--- config.mk ---
export PLATFORM = sky130hd
export DESIGN_NAME = fx_bus_arb_flat
export DESIGN_NICKNAME = d
export VERILOG_FILES = /design/src/rtl/fx_bus_pkg.sv /design/src/rtl/fx_bus_arb_if.sv /design/src/rtl/fx_rr_arb2.sv /design/src/rtl/fx_bus_arb.sv /design/src/flat_wrapper.sv
export SDC_FILE = /design/constraint.sdc
export NUM_CORES = 1
export LEC_CHECK = 0
export ABC_AREA = 1
export CAP_MARGIN = 20
export CORE_UTILIZATION = 39
export CTS_CLUSTER_SIZE = 28
export DETAILED_ROUTE_END_ITERATION = 8
export GPL_ROUTABILITY_DRIVEN = 0
export HOLD_SLACK_MARGIN = 0.02
export PLACE_DENSITY = 0.76
export SETUP_SLACK_MARGIN = 0.4
export SLEW_MARGIN = 15
export SYNTH_ARGS = -nofsm -noshare
export SYNTH_HDL_FRONTEND = slang
export SYNTH_SLANG_ARGS = --single-unit
--- constraint.sdc ---
create_clock -name clk_sys -period 1.4 [get_ports clk_sys]
set_input_delay 0.28 -clock clk_sys [delete_from_list [all_inputs] [get_ports clk_sys]]
set_output_delay 0.28 -clock clk_sys [all_outputs]
set_load 0.005 [all_outputs]
--- src/rtl/fx_bus_pkg.sv ---
// Shared fx bus widths, module-id field position, FSM states and request bundle.
// No logic; no latency or backpressure of its own.
package fx_bus_pkg;

    localparam int FX_AW      = 16;
    localparam int FX_DW      = 8;
    localparam int FX_MID_LSB = 8;
    localparam int FX_MID_MSB = 13;
    localparam int FX_MID_W   = FX_MID_MSB - FX_MID_LSB + 1;
    localparam int FX_CNT_W   = 3;

    typedef enum logic [2:0] {
        ST_IDLE = 3'd0,
        ST_WR   = 3'd1,
        ST_RD   = 3'd2,
        ST_WAIT = 3'd3,
        ST_DONE = 3'd4
    } fx_state_e;

    typedef struct packed {
        logic             we;
        logic [FX_AW-1:0] addr;
        logic [FX_DW-1:0] wdata;
    } fx_req_t;

    function automatic logic [FX_MID_W-1:0] fx_mod_id(input logic [FX_AW-1:0] addr);
        return addr[FX_MID_MSB:FX_MID_LSB];
    endfunction

endpackage

--- src/rtl/fx_bus_arb_if.sv ---
// Requester ports and shared fx bus master side of the arbiter.
// Wires only; requesters hold req/we/addr/wdata stable until their done pulse.
interface fx_bus_arb_if;
    import fx_bus_pkg::*;

    logic             req0;
    logic             req1;
    logic             we0;
    logic             we1;
    logic [FX_AW-1:0] addr0;
    logic [FX_AW-1:0] addr1;
    logic [FX_DW-1:0] wdata0;
    logic [FX_DW-1:0] wdata1;
    logic             done0;
    logic             done1;
    logic [FX_DW-1:0] rdata0;
    logic [FX_DW-1:0] rdata1;

    logic             fx_wr;
    logic             fx_rd;
    logic [FX_AW-1:0] fx_waddr;
    logic [FX_AW-1:0] fx_raddr;
    logic [FX_DW-1:0] fx_data;
    logic [FX_DW-1:0] fx_q;
    logic             busy;

    // Arbiter view: serves the requesters and masters the fx bus.
    modport slave (
        input  req0, req1, we0, we1, addr0, addr1, wdata0, wdata1, fx_q,
        output done0, done1, rdata0, rdata1,
        output fx_wr, fx_rd, fx_waddr, fx_raddr, fx_data, busy
    );

    // Environment view: requesters plus OR-combined slave read data.
    modport master (
        output req0, req1, we0, we1, addr0, addr1, wdata0, wdata1, fx_q,
        input  done0, done1, rdata0, rdata1,
        input  fx_wr, fx_rd, fx_waddr, fx_raddr, fx_data, busy
    );

endinterface

--- src/rtl/fx_rr_arb2.sv ---
// Two-way round-robin grant: combinational grant, pointer updated on en_i.
// Zero latency; no backpressure, a lone request always wins.
module fx_rr_arb2 (
    input  logic       clk_sys,
    input  logic       rst_n,
    input  logic [1:0] req_i,
    input  logic       en_i,
    output logic [1:0] gnt_o
);

    // last_q = 1 means requester 1 was granted most recently.
    logic last_q;
    logic last_d;

    always_comb begin
        gnt_o  = req_i;
        last_d = last_q;
        if (req_i == 2'b11) begin
            gnt_o = last_q ? 2'b01 : 2'b10;
        end
        if (en_i && (req_i != 2'b00)) begin
            last_d = gnt_o[1];
        end
    end

    // Reset as if requester 1 went last, so requester 0 wins the first contention.
    always_ff @(posedge clk_sys or negedge rst_n) begin
        if (!rst_n) begin
            last_q <= 1'b1;
        end else begin
            last_q <= last_d;
        end
    end

endmodule

--- src/rtl/fx_bus_arb.sv ---
// Two-requester fx bus arbiter: write done 2 cycles after req, read done RD_LAT+2.
// Requests sampled only in IDLE; one transaction in flight, all outputs registered.
module fx_bus_arb
    import fx_bus_pkg::*;
#(
    parameter int RD_LAT = 1
) (
    input  logic         clk_sys,
    input  logic         rst_n,
    fx_bus_arb_if.slave  bus
);

    localparam logic [FX_CNT_W-1:0] WAIT_INIT = FX_CNT_W'(RD_LAT - 1);

    fx_state_e            state_q;
    fx_state_e            state_d;
    logic [FX_CNT_W-1:0]  cnt_q;
    logic [FX_CNT_W-1:0]  cnt_d;
    logic                 owner_q;
    logic                 owner_d;

    logic [1:0]           gnt;
    logic                 gnt_en;
    fx_req_t              sel;

    logic                 fx_wr_q;
    logic                 fx_rd_q;
    logic [FX_AW-1:0]     fx_waddr_q;
    logic [FX_AW-1:0]     fx_raddr_q;
    logic [FX_DW-1:0]     fx_data_q;
    logic                 done0_q;
    logic                 done1_q;
    logic [FX_DW-1:0]     rdata0_q;
    logic [FX_DW-1:0]     rdata1_q;
    logic                 busy_q;
    logic                 capture;

    fx_rr_arb2 u_rr (
        .clk_sys (clk_sys),
        .rst_n   (rst_n),
        .req_i   ({bus.req1, bus.req0}),
        .en_i    (gnt_en),
        .gnt_o   (gnt)
    );

    always_comb begin
        sel = '0;
        if (gnt[0]) begin
            sel.we    = bus.we0;
            sel.addr  = bus.addr0;
            sel.wdata = bus.wdata0;
        end else begin
            sel.we    = bus.we1;
            sel.addr  = bus.addr1;
            sel.wdata = bus.wdata1;
        end
    end

    always_ff @(posedge clk_sys or negedge rst_n) begin
        if (!rst_n) begin
            state_q <= ST_IDLE;
            cnt_q   <= '0;
            owner_q <= 1'b0;
        end else begin
            state_q <= state_d;
            cnt_q   <= cnt_d;
            owner_q <= owner_d;
        end
    end

    always_comb begin
        state_d = state_q;
        cnt_d   = cnt_q;
        owner_d = owner_q;
        gnt_en  = 1'b0;
        capture = 1'b0;
        unique case (state_q)
            ST_IDLE: begin
                if (bus.req0 || bus.req1) begin
                    gnt_en  = 1'b1;
                    owner_d = gnt[1];
                    state_d = sel.we ? ST_WR : ST_RD;
                end
            end
            ST_WR: begin
                state_d = ST_DONE;
            end
            ST_RD: begin
                cnt_d   = WAIT_INIT;
                state_d = ST_WAIT;
            end
            ST_WAIT: begin
                // fx_q is taken on the last WAIT cycle, RD_LAT cycles after fx_rd.
                if (cnt_q == '0) begin
                    capture = 1'b1;
                    state_d = ST_DONE;
                end else begin
                    cnt_d = cnt_q - 1'b1;
                end
            end
            ST_DONE: begin
                state_d = ST_IDLE;
            end
            default: begin
                state_d = ST_IDLE;
            end
        endcase
    end

    always_ff @(posedge clk_sys or negedge rst_n) begin
        if (!rst_n) begin
            fx_wr_q    <= 1'b0;
            fx_rd_q    <= 1'b0;
            fx_waddr_q <= '0;
            fx_raddr_q <= '0;
            fx_data_q  <= '0;
            done0_q    <= 1'b0;
            done1_q    <= 1'b0;
            rdata0_q   <= '0;
            rdata1_q   <= '0;
            busy_q     <= 1'b0;
        end else begin
            fx_wr_q <= (state_d == ST_WR);
            fx_rd_q <= (state_d == ST_RD);
            busy_q  <= (state_d != ST_IDLE);
            done0_q <= (state_d == ST_DONE) && !owner_d;
            done1_q <= (state_d == ST_DONE) && owner_d;
            // Bus address/data registers double as the transaction latch and hold afterwards.
            if (gnt_en && sel.we) begin
                fx_waddr_q <= sel.addr;
                fx_data_q  <= sel.wdata;
            end
            if (gnt_en && !sel.we) begin
                fx_raddr_q <= sel.addr;
            end
            if (capture && !owner_q) begin
                rdata0_q <= bus.fx_q;
            end
            if (capture && owner_q) begin
                rdata1_q <= bus.fx_q;
            end
        end
    end

    assign bus.fx_wr    = fx_wr_q;
    assign bus.fx_rd    = fx_rd_q;
    assign bus.fx_waddr = fx_waddr_q;
    assign bus.fx_raddr = fx_raddr_q;
    assign bus.fx_data  = fx_data_q;
    assign bus.done0    = done0_q;
    assign bus.done1    = done1_q;
    assign bus.rdata0   = rdata0_q;
    assign bus.rdata1   = rdata1_q;
    assign bus.busy     = busy_q;

endmodule

--- src/flat_wrapper.sv ---
// flat-port wrapper written by rule: the top's interface ports become plain ports
module fx_bus_arb_flat import fx_bus_pkg::*;
#(
    parameter int RD_LAT = 1
)
  (clk_sys, rst_n, bus_req0, bus_req1, bus_we0, bus_we1, bus_addr0, bus_addr1, bus_wdata0, bus_wdata1, bus_fx_q, bus_done0, bus_done1, bus_rdata0, bus_rdata1, bus_fx_wr, bus_fx_rd, bus_fx_waddr, bus_fx_raddr, bus_fx_data, bus_busy);
  fx_bus_arb_if bus_i ();
  input  logic clk_sys;
  input  logic rst_n;
  input wire logic [$bits(bus_i.req0)-1:0] bus_req0;
  input wire logic [$bits(bus_i.req1)-1:0] bus_req1;
  input wire logic [$bits(bus_i.we0)-1:0] bus_we0;
  input wire logic [$bits(bus_i.we1)-1:0] bus_we1;
  input wire logic [$bits(bus_i.addr0)-1:0] bus_addr0;
  input wire logic [$bits(bus_i.addr1)-1:0] bus_addr1;
  input wire logic [$bits(bus_i.wdata0)-1:0] bus_wdata0;
  input wire logic [$bits(bus_i.wdata1)-1:0] bus_wdata1;
  input wire logic [$bits(bus_i.fx_q)-1:0] bus_fx_q;
  output wire logic [$bits(bus_i.done0)-1:0] bus_done0;
  output wire logic [$bits(bus_i.done1)-1:0] bus_done1;
  output wire logic [$bits(bus_i.rdata0)-1:0] bus_rdata0;
  output wire logic [$bits(bus_i.rdata1)-1:0] bus_rdata1;
  output wire logic [$bits(bus_i.fx_wr)-1:0] bus_fx_wr;
  output wire logic [$bits(bus_i.fx_rd)-1:0] bus_fx_rd;
  output wire logic [$bits(bus_i.fx_waddr)-1:0] bus_fx_waddr;
  output wire logic [$bits(bus_i.fx_raddr)-1:0] bus_fx_raddr;
  output wire logic [$bits(bus_i.fx_data)-1:0] bus_fx_data;
  output wire logic [$bits(bus_i.busy)-1:0] bus_busy;
  assign bus_i.req0 = bus_req0;
  assign bus_i.req1 = bus_req1;
  assign bus_i.we0 = bus_we0;
  assign bus_i.we1 = bus_we1;
  assign bus_i.addr0 = bus_addr0;
  assign bus_i.addr1 = bus_addr1;
  assign bus_i.wdata0 = bus_wdata0;
  assign bus_i.wdata1 = bus_wdata1;
  assign bus_i.fx_q = bus_fx_q;
  assign bus_done0 = bus_i.done0;
  assign bus_done1 = bus_i.done1;
  assign bus_rdata0 = bus_i.rdata0;
  assign bus_rdata1 = bus_i.rdata1;
  assign bus_fx_wr = bus_i.fx_wr;
  assign bus_fx_rd = bus_i.fx_rd;
  assign bus_fx_waddr = bus_i.fx_waddr;
  assign bus_fx_raddr = bus_i.fx_raddr;
  assign bus_fx_data = bus_i.fx_data;
  assign bus_busy = bus_i.busy;
  fx_bus_arb #(.RD_LAT(RD_LAT)) u_core (.clk_sys(clk_sys), .rst_n(rst_n), .bus(bus_i));
endmodule
Word-level counts from Yosys, hierarchy flattened
Index checks and enable logic that the tools add are counted.
{"block": "totals", "reg_bits": 69, "latch_bits": 0, "ramBits": 0, "rom_bits": 0, "inputBits": 62, "out_inout_bits": 61, "elab_cells": 55, "mem_count": 0}
{"block": "op_classes", "addsub": 1, "mul": 0, "div_mod_pow": 0, "n_lt_le_gt_ge": 0, "n_eq_ne": 8, "shift": 0, "n_mux": 15, "bitwise": 0, "n_reduce_logical": 17}
{"operator": "two-way mux 25 bit", "n": 1}
{"operator": "one-hot mux 3 bit (4 select lines)", "n": 1}
{"operator": "== test 3 x 2 -> 1 bit (second input constant)", "n": 3}
{"operator": "two-way mux 3 bit", "n": 3}
{"operator": "logical AND 1 bit", "n": 7}
{"operator": "== test 3 x 1 -> 1 bit (second input constant)", "n": 2}
{"operator": "logical NOT 3 bit", "n": 2}
{"operator": "two-way mux 1 bit", "n": 6}
{"operator": "two-way mux 2 bit", "n": 3}
{"operator": "one-hot mux 3 bit (2 select lines)", "n": 1}
{"operator": "nonzero test 2 bit", "n": 2}
{"operator": "== test 3 bit (second input constant)", "n": 1}
{"operator": "logical NOT 1 bit", "n": 3}
{"operator": "nonzero test 3 bit", "n": 1}
{"operator": "subtractor 3 x 1 -> 3 bit (second input constant)", "n": 1}
{"operator": "== test 2 bit (second input constant)", "n": 1}
{"operator": "!= test 2 bit (second input constant)", "n": 1}
{"operator": "AND reduction 2 bit", "n": 1}
{"operator": "logical OR 1 bit", "n": 1}

Logic depth before layout (Yosys ltp)
Gate-level depths: netlist (run 1).
{"block": "logic_depth", "depth_word": 8, "mapped_depth": 9}

Modules after synthesis
A second synthesis (run 1) with hierarchy kept.
{"block": "hier_totals", "cells_unflattened": 364, "hier_area_um2": 3026.7}
{"module": "fx_bus_arb", "instances": 1, "cells_each": 356, "area_each_um2": 2965.3}
{"module": "fx_rr_arb2", "instances": 1, "cells_each": 8, "area_each_um2": 61.3}

Least setup slack after synthesis (run 1)
OpenSTA, ideal clock, no wires.
{"block": "synth_timing", "path_kind": "flip-flop to flip-flop", "startpoint": "register u_core.cnt_q[0]", "endpoint": "register u_core.rdata0_q[0] (netlist: u_core.bus.rdata0[0])", "setup_ns": 0.117, "arrival_ns": 1.325, "required_ns": 1.283, "slack_ns": -0.042, "path_stages_with_launch": 10, "n_path_buf": 0, "cell_sequence": "dfrtp_1 -> inv_1 -> ha_1 -> inv_1 -> nor2_1 -> nand2_1 -> nor2_2 -> inv_1 -> nand2_1 -> nand2_1"}
{"block": "synth_via", "elab_chain_cells": 4}
{"item": "start, declared", "line": "fx_bus_arb.sv:17", "rtl": "logic [FX_CNT_W-1:0] cnt_q;"}
{"item": "start signal, assigned", "line": "fx_bus_arb.sv:66", "rtl": "cnt_q <= cnt_d;"}
{"item": "logical NOT 3 bit", "line": "fx_bus_arb.sv:94", "rtl": "if (cnt_q == '0) begin"}
{"item": "two-way mux 1 bit", "line": "fx_bus_arb.sv:94"}
{"item": "two-way mux 1 bit", "line": "fx_bus_arb.sv:77", "rtl": "unique case (state_q)"}
{"item": "logical AND 1 bit", "line": "fx_bus_arb.sv:136", "rtl": "if (capture && !owner_q) begin"}
{"item": "end signal, assigned", "line": "fx_bus_arb.sv:137", "rtl": "rdata0_q <= bus.fx_q;"}
{"item": "end, declared", "line": "fx_bus_arb.sv:33", "rtl": "logic [FX_DW-1:0] rdata0_q;"}
No other way between the ends.
A chain may end at the register's enable or synchronous reset.

Worst setup path in the final report (run 1)
{"block": "layout_timing", "startpoint": "register u_core.u_rr.last_q", "endpoint": "register u_core.fx_waddr_q[4] (netlist: u_core.bus.fx_waddr[4])"}
{"block": "layout_via", "elab_chain_cells": 4}
{"item": "start, declared", "line": "fx_rr_arb2.sv:12", "rtl": "logic last_q;"}
{"item": "start signal, assigned", "line": "fx_rr_arb2.sv:31", "rtl": "last_q <= last_d;"}
{"item": "two-way mux 2 bit *", "line": "fx_rr_arb2.sv:19", "rtl": "gnt_o = last_q ? 2'b01 : 2'b10;"}
{"item": "two-way mux 2 bit *", "line": "fx_rr_arb2.sv:18", "rtl": "if (req_i == 2'b11) begin"}
{"item": "two-way mux 25 bit *", "line": "fx_bus_arb.sv:48", "rtl": "if (gnt[0]) begin"}
{"item": "logical AND 1 bit", "line": "fx_bus_arb.sv:129", "rtl": "if (gnt_en && sel.we) begin"}
{"item": "end signal, assigned", "line": "fx_bus_arb.sv:130", "rtl": "fx_waddr_q <= sel.addr;"}
{"item": "end, declared", "line": "fx_bus_arb.sv:28", "rtl": "logic [FX_AW-1:0] fx_waddr_q;"}
Mark *: on every way between the ends. The rest lies on a longest branch, timed or not.

==> results of run 1 <==
==> cell families (layout without fill, tap and decap cells) <==
family                     after synthesis  count (layout)
DFF                                     69              69
AOI/OAI and AO/OA                        5               5
and+or+nand+nor                        280             282
buffers and inverters                   34             233
adders and majority gates                2               2
xor gates and xnor gates                 1               1
==> final cells by class <==
class                           instances  area (um2)
Inverter                               17        71.3
Tap cell                              102         128
Clock buffer                            9         124
Sequential cell                        69        1730
Clock inverter                          7        73.8
Fill cell                             590        2280
Multi-Input combinational cell        290        1610
Timing Repair Buffer                  200        1750
==> layout by cell type, fill, tap and decap left out, types with 2 or more instances in the layout <==
master,count
nand2_2,36
nand3_2,16
nor2_2,2
o21ai_1,2
nor2_1,4
nand3_4,2
nand2_8,4
nor2_4,5
clkbuf_16,3
clkdlybuf4s50_1,58
clkinv_4,2
clkinv_2,2
dfrtp_1,68
inv_2,7
inv_4,3
buf_4,52
inv_1,7
nand3_1,50
nand2_4,9
clkbuf_8,9
buf_12,8
dlygate4sd2_1,2
buf_2,57
nand2_1,152
buf_6,16
==> power by group through the flow <==
| stage | sequential, uW | clock [uW] | combinational [uW] |
|---|---|---|---|
| 2_1_floorplan | 3430 | 0 | 1870 |
| 3_3_place_gp | 3410 | 0 | 4190 |
| 3_5_place_dp | 3420 | 0 | 4340 |
| 4_1_cts | 3370 | 1640 | 4640 |
| 5_1_grt | 3500 | 1740 | 6120 |
| 6_report | 3420 | 1630 | 5670 |
==> per-layer routing <==
metal,vias up,track usage [%],share of wire [%]
met5,-,0,0
met4,0,10.0,3.2
met3,25,4.48,6.1
met2,149,38.7,50
met1,1612,27.8,41
li1,1633,-,-
==> tightest hold or removal path, delay by kind of cell, from the launching register on <==
kind,cells,cell delay (ns)
AND/OR/NAND/NOR,2,0.11
flip-flops,1,0.34
==> path summary, 6_finish.rpt <==
| kind | startpoint | endpoint | slack [ns] | cells past startpoint |
|---|---|---|---|---|
| max in group asynchronous | rst_n | u_core.u_rr.last_q | 0.61 | 3 |
| worst min register to register | u_core.bus.fx_waddr[7] | u_core.bus.fx_waddr[7] | 0.47 | 2 |
| worst max register to register | u_core.u_rr.last_q | u_core.bus.fx_waddr[4] | -0.03 | 8 |
| worst max-delay path | u_core.u_rr.last_q | u_core.bus.fx_waddr[4] | -0.03 | 8 |
| min in group asynchronous | rst_n | u_core.owner_q | 0.48 | 3 |
| worst min-delay path | u_core.bus.fx_waddr[7] | u_core.bus.fx_waddr[7] | 0.47 | 2 |
==> stage by stage <==
step / instance area, um2 / setup slack (ns)
after global placement: 4680 / -0.310
after CTS: 5020 / 0.0241
after floorplan: 3230 / 0.0844
after global routing: 5480 / -0.0971
final: 5480 / -0.0320
after detailed placement: 4680 / -0.330
==> state kept, by name, indices dropped and copies added (netlist names) <==
signal	count
u_core.bus.fx_rd	1
u_core.u_rr.last_q	1
u_core.owner_q	1
u_core.bus.rdata1	8
u_core.bus.done0	1
u_core.state_q	3
u_core.bus.fx_waddr	16
u_core.bus.fx_data	8
u_core.cnt_q	3
u_core.bus.fx_wr	1
u_core.bus.busy	1
u_core.bus.fx_raddr	16
u_core.bus.done1	1
u_core.bus.rdata0	8
==> what timing repair did <==
action                     4_1_cts  5_1_grt
hold buffers                     1        0
setup endpoints to repair      130      130
gates resized for setup        289       57
gates cloned                     2        5
hold endpoints to repair        68        0
setup buffers                   30       24
pin swaps                       17       33
==> metrics.md, run 1 <==
| Metric | Value |
|---|---|
| Largest family of logic cells by synthesized area | simple AND/OR/NAND/NOR gates |
| Fin worst setup slack | -0.0320 ns |
| Die Ht | 91.8 um |
| Clock power frac | 15.2% |
| Buffer depth of the longest clock path | 2 |
| Port Buf Inserts | 122 |
| Netlist cell types | 21 |
| Layout area overhead | 74.3% |
| Post-synthesis compound-gate area fraction | 0.796% |
| H-tree lvl count | 3 |
| CTS tree | yes |
| Routed Antenna Nets | 0 |
| Setup CP Type | flip-flop to flip-flop |
| XOR/XNOR Fraction of Synth Area | 0.278% |
| Synth top area share | 54.1% |
| Peak VDD IR | 0.743 mV |
| EDFF count, synth | 0 |
| Ant diodes | 0 |
| CP endpoint kind | flip-flop |
| Clock latency at the later pin of the worst-skew pair | 0.35 ns |
| Count of placed standard cells including taps | 616 |
| Outcome | finished with violations |
| Core box area | 0.00777 mm2 |
| Synth top cells by count | nand2_1 (194), dfrtp_1 (68), nand3_1 (66), inv_1 (17), buf_2 (11) |
| Synth Flop Type | dfrtp_1 |
| Worst path cell trace | inv_2 -> nand2_4 -> nand2_4 -> nand2_4 -> nand3_4 -> buf_12 -> nand2_1 -> nand2_1 |
| Initial DRC Count | 211 |
| RSZ-0062 raised after global routing | true |
| Final period util | 102% |
| Synth warnings | 0 |
| Worst Skew | 0.0105 ns |
| Hpwl dp | 6130 um |
| Crit-path slowest cell | dfstp_2 |
| Gate power share | 52.9% |
| Mean Syn Cell Area | 8.04 um2 |
| Clock Tree Root | clkbuf_8 |
| Vias | 3,419 |
| Final Hold Vio Count | 0 |
| Core Util, Final | 70.6% |
| Slew Limit Headroom | 74.6% |
| FMAX | 698 MHz |
| Number of I/O pins | 123 |
| Die X | 91.8 um |
| Required @ worst endpoint | 1.64 ns |
| Worst Path Max Fanout | 12 |
| Largest net degree at the start of global routing | 70 |
| Post-synthesis sequential area ratio | 54.9% |
| Final Non-Filler Cells | 694 |
| Drt first pass iters | 4 |
| Pint | 6580 uW |
| Share of post-route cells with drive strength above 1 | 41.2% |
| Drt total wl | 10,500 um |
| Largest area contributor in the netlist | dfrtp_1 |
| Synth Area in Adders | 0.796% |
| CP Launch Type | flip-flop |
| Failing checks | setup timing |
| Synthesized area | 0.00315 mm2 |
| GR Util All Layers | 22.7% |
| Clk sinks | 69 |
| Die area | 0.00843 mm2 |
| WL per Instance | 15.1 um |
| Top delay family on crit path | simple AND/OR/NAND/NOR gates |
| Initial antenna violation count | 0 |
| Global route overflow | 0 |
| Post-synth net total | 455 |
| Post-Syn Instances | 391 |
| Sequential power share | 31.9% |
| Max_cap viols | 0 |
| Switching Power | 4140 uW |
| CP most frequent cell | nand2_4 |
| Setup TNS Final | -0.262 ns |
| Worst-Margin Slew | 0.379 ns |
| P_leak | 0.00291 uW |
| Via density per instance | 4.93 |
| DRC viols | 0 |
| Synth area leaders | dfrtp_1 (54%), nand2_1 (23%), nand3_1 (11%) |
| Hold slack | 0.473 ns |
| Crit path largest cell delay | 0.54 ns |
| HP Class | flip-flop to flip-flop |
| Async SR Flop Fraction | 100% |
| Bufs and invs on worst path | 2 |
| Count leader, synth | nand2_1 |
| Power Dens Cells | 1950 mW/mm2 |
| First-pass GRT wire length | 14,800 um |
| CTS Buf Count | 9 |
| Post-layout min period | 1.43 ns |
| #FFs+latches synth | 69 |
| Switch share | 38.6% |
| Final setup fails | 27 |
| Data arrival, critical path | 1.67 ns |
| Vias in the first global route | 3,194 |
| Post-synthesis mux area share | 0% |
| Clock transition at the registers of the reported paths | 0.08 ns |
| Final nets | 651 |
| Pins over their slew limit | 0 |
| Num rows | 32 |
| Power consumption | 10,700 uW |
| Simple-gate share of the synthesized area | 38.2% |
| Starting Density | 40.5% |
(Power assumes the default switching activity.)
==> run 2, diff against run 1 <==
--- a/config.mk
+++ b/config.mk
@@ -7,12 +7,13 @@
 export LEC_CHECK = 0
 export ABC_AREA = 1
 export CAP_MARGIN = 20
-export CORE_UTILIZATION = 39
+export CORE_MARGIN = 2
+export CORE_UTILIZATION = 47
 export CTS_CLUSTER_SIZE = 28
 export DETAILED_ROUTE_END_ITERATION = 8
 export GPL_ROUTABILITY_DRIVEN = 0
 export HOLD_SLACK_MARGIN = 0.02
-export PLACE_DENSITY = 0.76
+export PLACE_DENSITY = 0.85
 export SETUP_SLACK_MARGIN = 0.4
 export SLEW_MARGIN = 15
 export SYNTH_ARGS = -nofsm -noshare
==> constraint.sdc (replaced) <==
create_clock -name clk_sys -period 1.8 [get_ports clk_sys]
set_input_delay 0.36 -clock clk_sys [delete_from_list [all_inputs] [get_ports clk_sys]]
set_output_delay 0.36 -clock clk_sys [all_outputs]
set_load 0.005 [all_outputs]
==> run 2 against run 1 <==
Against the previous run: the flow finishes with violations (DRC); register-to-register slack better by 0.30 ns; cell count is 7.9% lower; final area is 3.7% lower; largest power group unchanged; critical endpoint is now u_core.bus.fx_waddr[3]; largest cell class is now registers.
==> metrics.md, run 2 (synthesis results as in run 1) <==
| Metric | Value |
|---|---|
| Outcome | finished with violations |
| Failing checks | DRC |
| Via density per instance | 5.55 (+13%) |
| CP endpoint kind | flip-flop |
| Setup TNS Final | 0 ns (+0.262 ns) |
| Port Buf Inserts | 122 (unchanged) |
| Switch share | 38.9% (+0.26 points) |
| Final setup fails | 0 (-100%) |
| Die Ht | 85.8 um (-6.5%) |
| Data arrival, critical path | 1.79 ns (+0.12 ns) |
| Peak VDD IR | 0.760 mV (+2.2%) |
| Crit-path slowest cell | dlygate4sd2_1 |
| Die X | 85.8 um (-6.5%) |
| Num rows | 29 (-9.4%) |
| Final Hold Vio Count | 0 (unchanged) |
| P_leak | 0.00280 uW (-3.7%) |
| CP Launch Type | input port |
| RSZ-0062 raised after global routing | true |
| Initial DRC Count | 333 (+58%) |
| Worst path cell trace | dlygate4sd2_1 -> nor2_2 -> nor2_8 -> nand3_4 -> nand2_1 -> nand2_1 |
| Hold Startpoint | u_core.bus.rdata0[5] |
| Gate power share | 48.1% (-4.8 points) |
| H-tree lvl count | 3 (unchanged) |
| DRC viols | 8 (+8) |
| Crit path largest cell delay | 0.54 ns (about the same) |
| Pins over their slew limit | 0 (unchanged) |
| Core Util, Final | 82.2% (+12 points) |
| Layout area overhead | 67.9% |
| Hold path cells | 2 (unchanged) |
| Worst Skew | 0.0107 ns (+0.000160 ns) |
| Buffer depth of the longest clock path | 2 (unchanged) |
| Final period util | 86.0% |
| R2r startpoint | u_core.state_q[1] |
| Final nets | 620 (-4.8%) |
| R2R cell count | 6 (-2) |
| Largest net degree at the start of global routing | 31 (-56%) |
| Max_cap viols | 0 (unchanged) |
| Initial antenna violation count | 1 (+1) |
| Pint | 4850 uW (-26%) |
| Slew Limit Headroom | 64.0% (-11 points) |
| Clock transition at the registers of the reported paths | 0.08 ns (about the same) |
| Clock Tree Root | clkbuf_8 |
| Vias in the first global route | 3,385 (+6.0%) |
| Power Dens Cells | 1500 mW/mm2 (-23%) |
| Worst Path Max Fanout | 7 (-5) |
| WL per Instance | 18.1 um (+20%) |
| FMAX | 646 MHz |
| Most common library cell in the layout ignoring fill and taps | nand2_1 |
| Bufs and invs on worst path | 1 (-1) |
| Most frequent cells in the layout | nand2_1 (162), dfrtp_1 (68), nand3_1 (58), clkdlybuf4s50_1 (58), dlygate4sd2_1 (49) |
| Sequential power share | 33.7% (+1.8 points) |
| GR Util All Layers | 29.0% (+6.3 points) |
| Starting Density | 49.0% (+8.5 points) |
| R2R Path End | u_core.bus.fx_waddr[3] |
| Count of placed standard cells including taps | 592 (-3.9%) |
| Final Non-Filler Cells | 639 (-7.9%) |
| Share of post-route cells with drive strength above 1 | 22.6% (-19 points) |
| Reg2Reg Setup Slack | 0.27 ns (+0.30 ns) |
| Drt first pass iters | 8 (+4) |
| Post-layout min period | 1.55 ns |
| Worst hold endpoint | u_core.bus.rdata0[5] |
| Clock latency at the later pin of the worst-skew pair | 0.36 ns (about the same) |
| Drt total wl | 11,500 um (+10%) |
| CTS tree | yes |
| CP most frequent cell | nand2_1 |
| Required @ worst endpoint | 2.04 ns (+0.40 ns) |
| Reg area | 0.00173 mm2 (unchanged) |
| Top delay family on crit path | simple AND/OR/NAND/NOR gates |
| First-pass GRT wire length | 16,300 um (+10%) |
| Setup CP Type | input port to flip-flop |
| Hpwl dp | 6600 um (+7.6%) |
| Vias | 3,548 (+3.8%) |
| CTS Buf Count | 9 (unchanged) |
| Routed Antenna Nets | 0 (unchanged) |
| Global route overflow | 0 (unchanged) |
| Switching Power | 3080 uW (-25%) |
| Worst-Margin Slew | 0.540 ns (+0.161 ns) |
| # fillers | 386 (-35%) |
| Clk sinks | 69 (unchanged) |
| Die area | 0.00736 mm2 (-13%) |
| Clock power frac | 18.3% (+3.1 points) |
| Number of I/O pins | 123 (unchanged) |
| HP Class | flip-flop to flip-flop |
| Multi-input gate area | 0.00156 mm2 (-3.0%) |
| Core box area | 0.00642 mm2 (-17%) |
-- run 2: worst max path at each step --
stage                             startpoint                       to  slack (ns)  cells after the start
after floorplan              u_core.cnt_q[0]     u_core.bus.rdata0[0]        0.36                      9
after global placement              bus_req0    u_core.bus.fx_data[2]       -0.14                      6
after detailed placement            bus_req0   u_core.bus.fx_waddr[3]       -0.23                      6
after CTS                 u_core.u_rr.last_q  u_core.bus.fx_raddr[10]        0.40                      7
after global routing       u_core.state_q[1]   u_core.bus.fx_waddr[3]        0.22                      6
final                               bus_req0   u_core.bus.fx_waddr[3]        0.25                      6
-- run 2: timing repair --
action,in CTS,in global routing
hold endpoints to repair,19,0
gates resized for setup,85,70
pin swaps,3,23
setup buffers,9,16
gates cloned,4,0
endpoints found under the setup margin,127,85
hold buffers,1,0
-- run 2: per-layer routing --
layer	GRT usage [%]	routed length [um]	up-vias
li1	-	-	1573
met1	33.7	4080	1676
met2	49.3	5830	242
met3	6.35	953	57
met4	17.2	685	0
met5	0	0	-
-- run 2: cell type report --
class	count	area share, %
Antenna cell	1	0.0474
Timing Repair Buffer	167	30.3
Sequential cell	69	32.7
Clock buffer	10	2.61
Clock inverter	6	1.64
Tap cell	77	1.82
Multi-Input combinational cell	292	29.6
Inverter	17	1.26
-- run 2: power groups by stage --
stage | clock (uW) | combinational [uW] | sequential [uW]
6_report | 1450 | 3810 | 2670
5_1_grt | 1510 | 4120 | 2730
4_1_cts | 1430 | 3190 | 2620
3_5_place_dp | 0 | 3250 | 2660
3_3_place_gp | 0 | 3120 | 2640
2_1_floorplan | 0 | 1340 | 2660
-- run 2: worst reg2reg max path, stage by stage, from the launching register on --
cell and delay [ns]:
dfrtp_1 0.41, nor2_2 0.19, nand2_2 0.16, nor2_4 0.28, buf_12 0.21, nand3_2 0.13, nand2_1 0.10
-- run 2: through the flow --
step	hold WS [ns]	setup WS, ns	cell area, um2	total power, uW
global placement	0.359	-0.137	4580	5770
finish	0.474	0.252	5280	7930
CTS	0.471	0.403	4960	7230
global route	0.498	0.220	5280	8360
detailed placement	0.362	-0.226	4580	5910
floorplan	0.0644	0.358	3150	4000
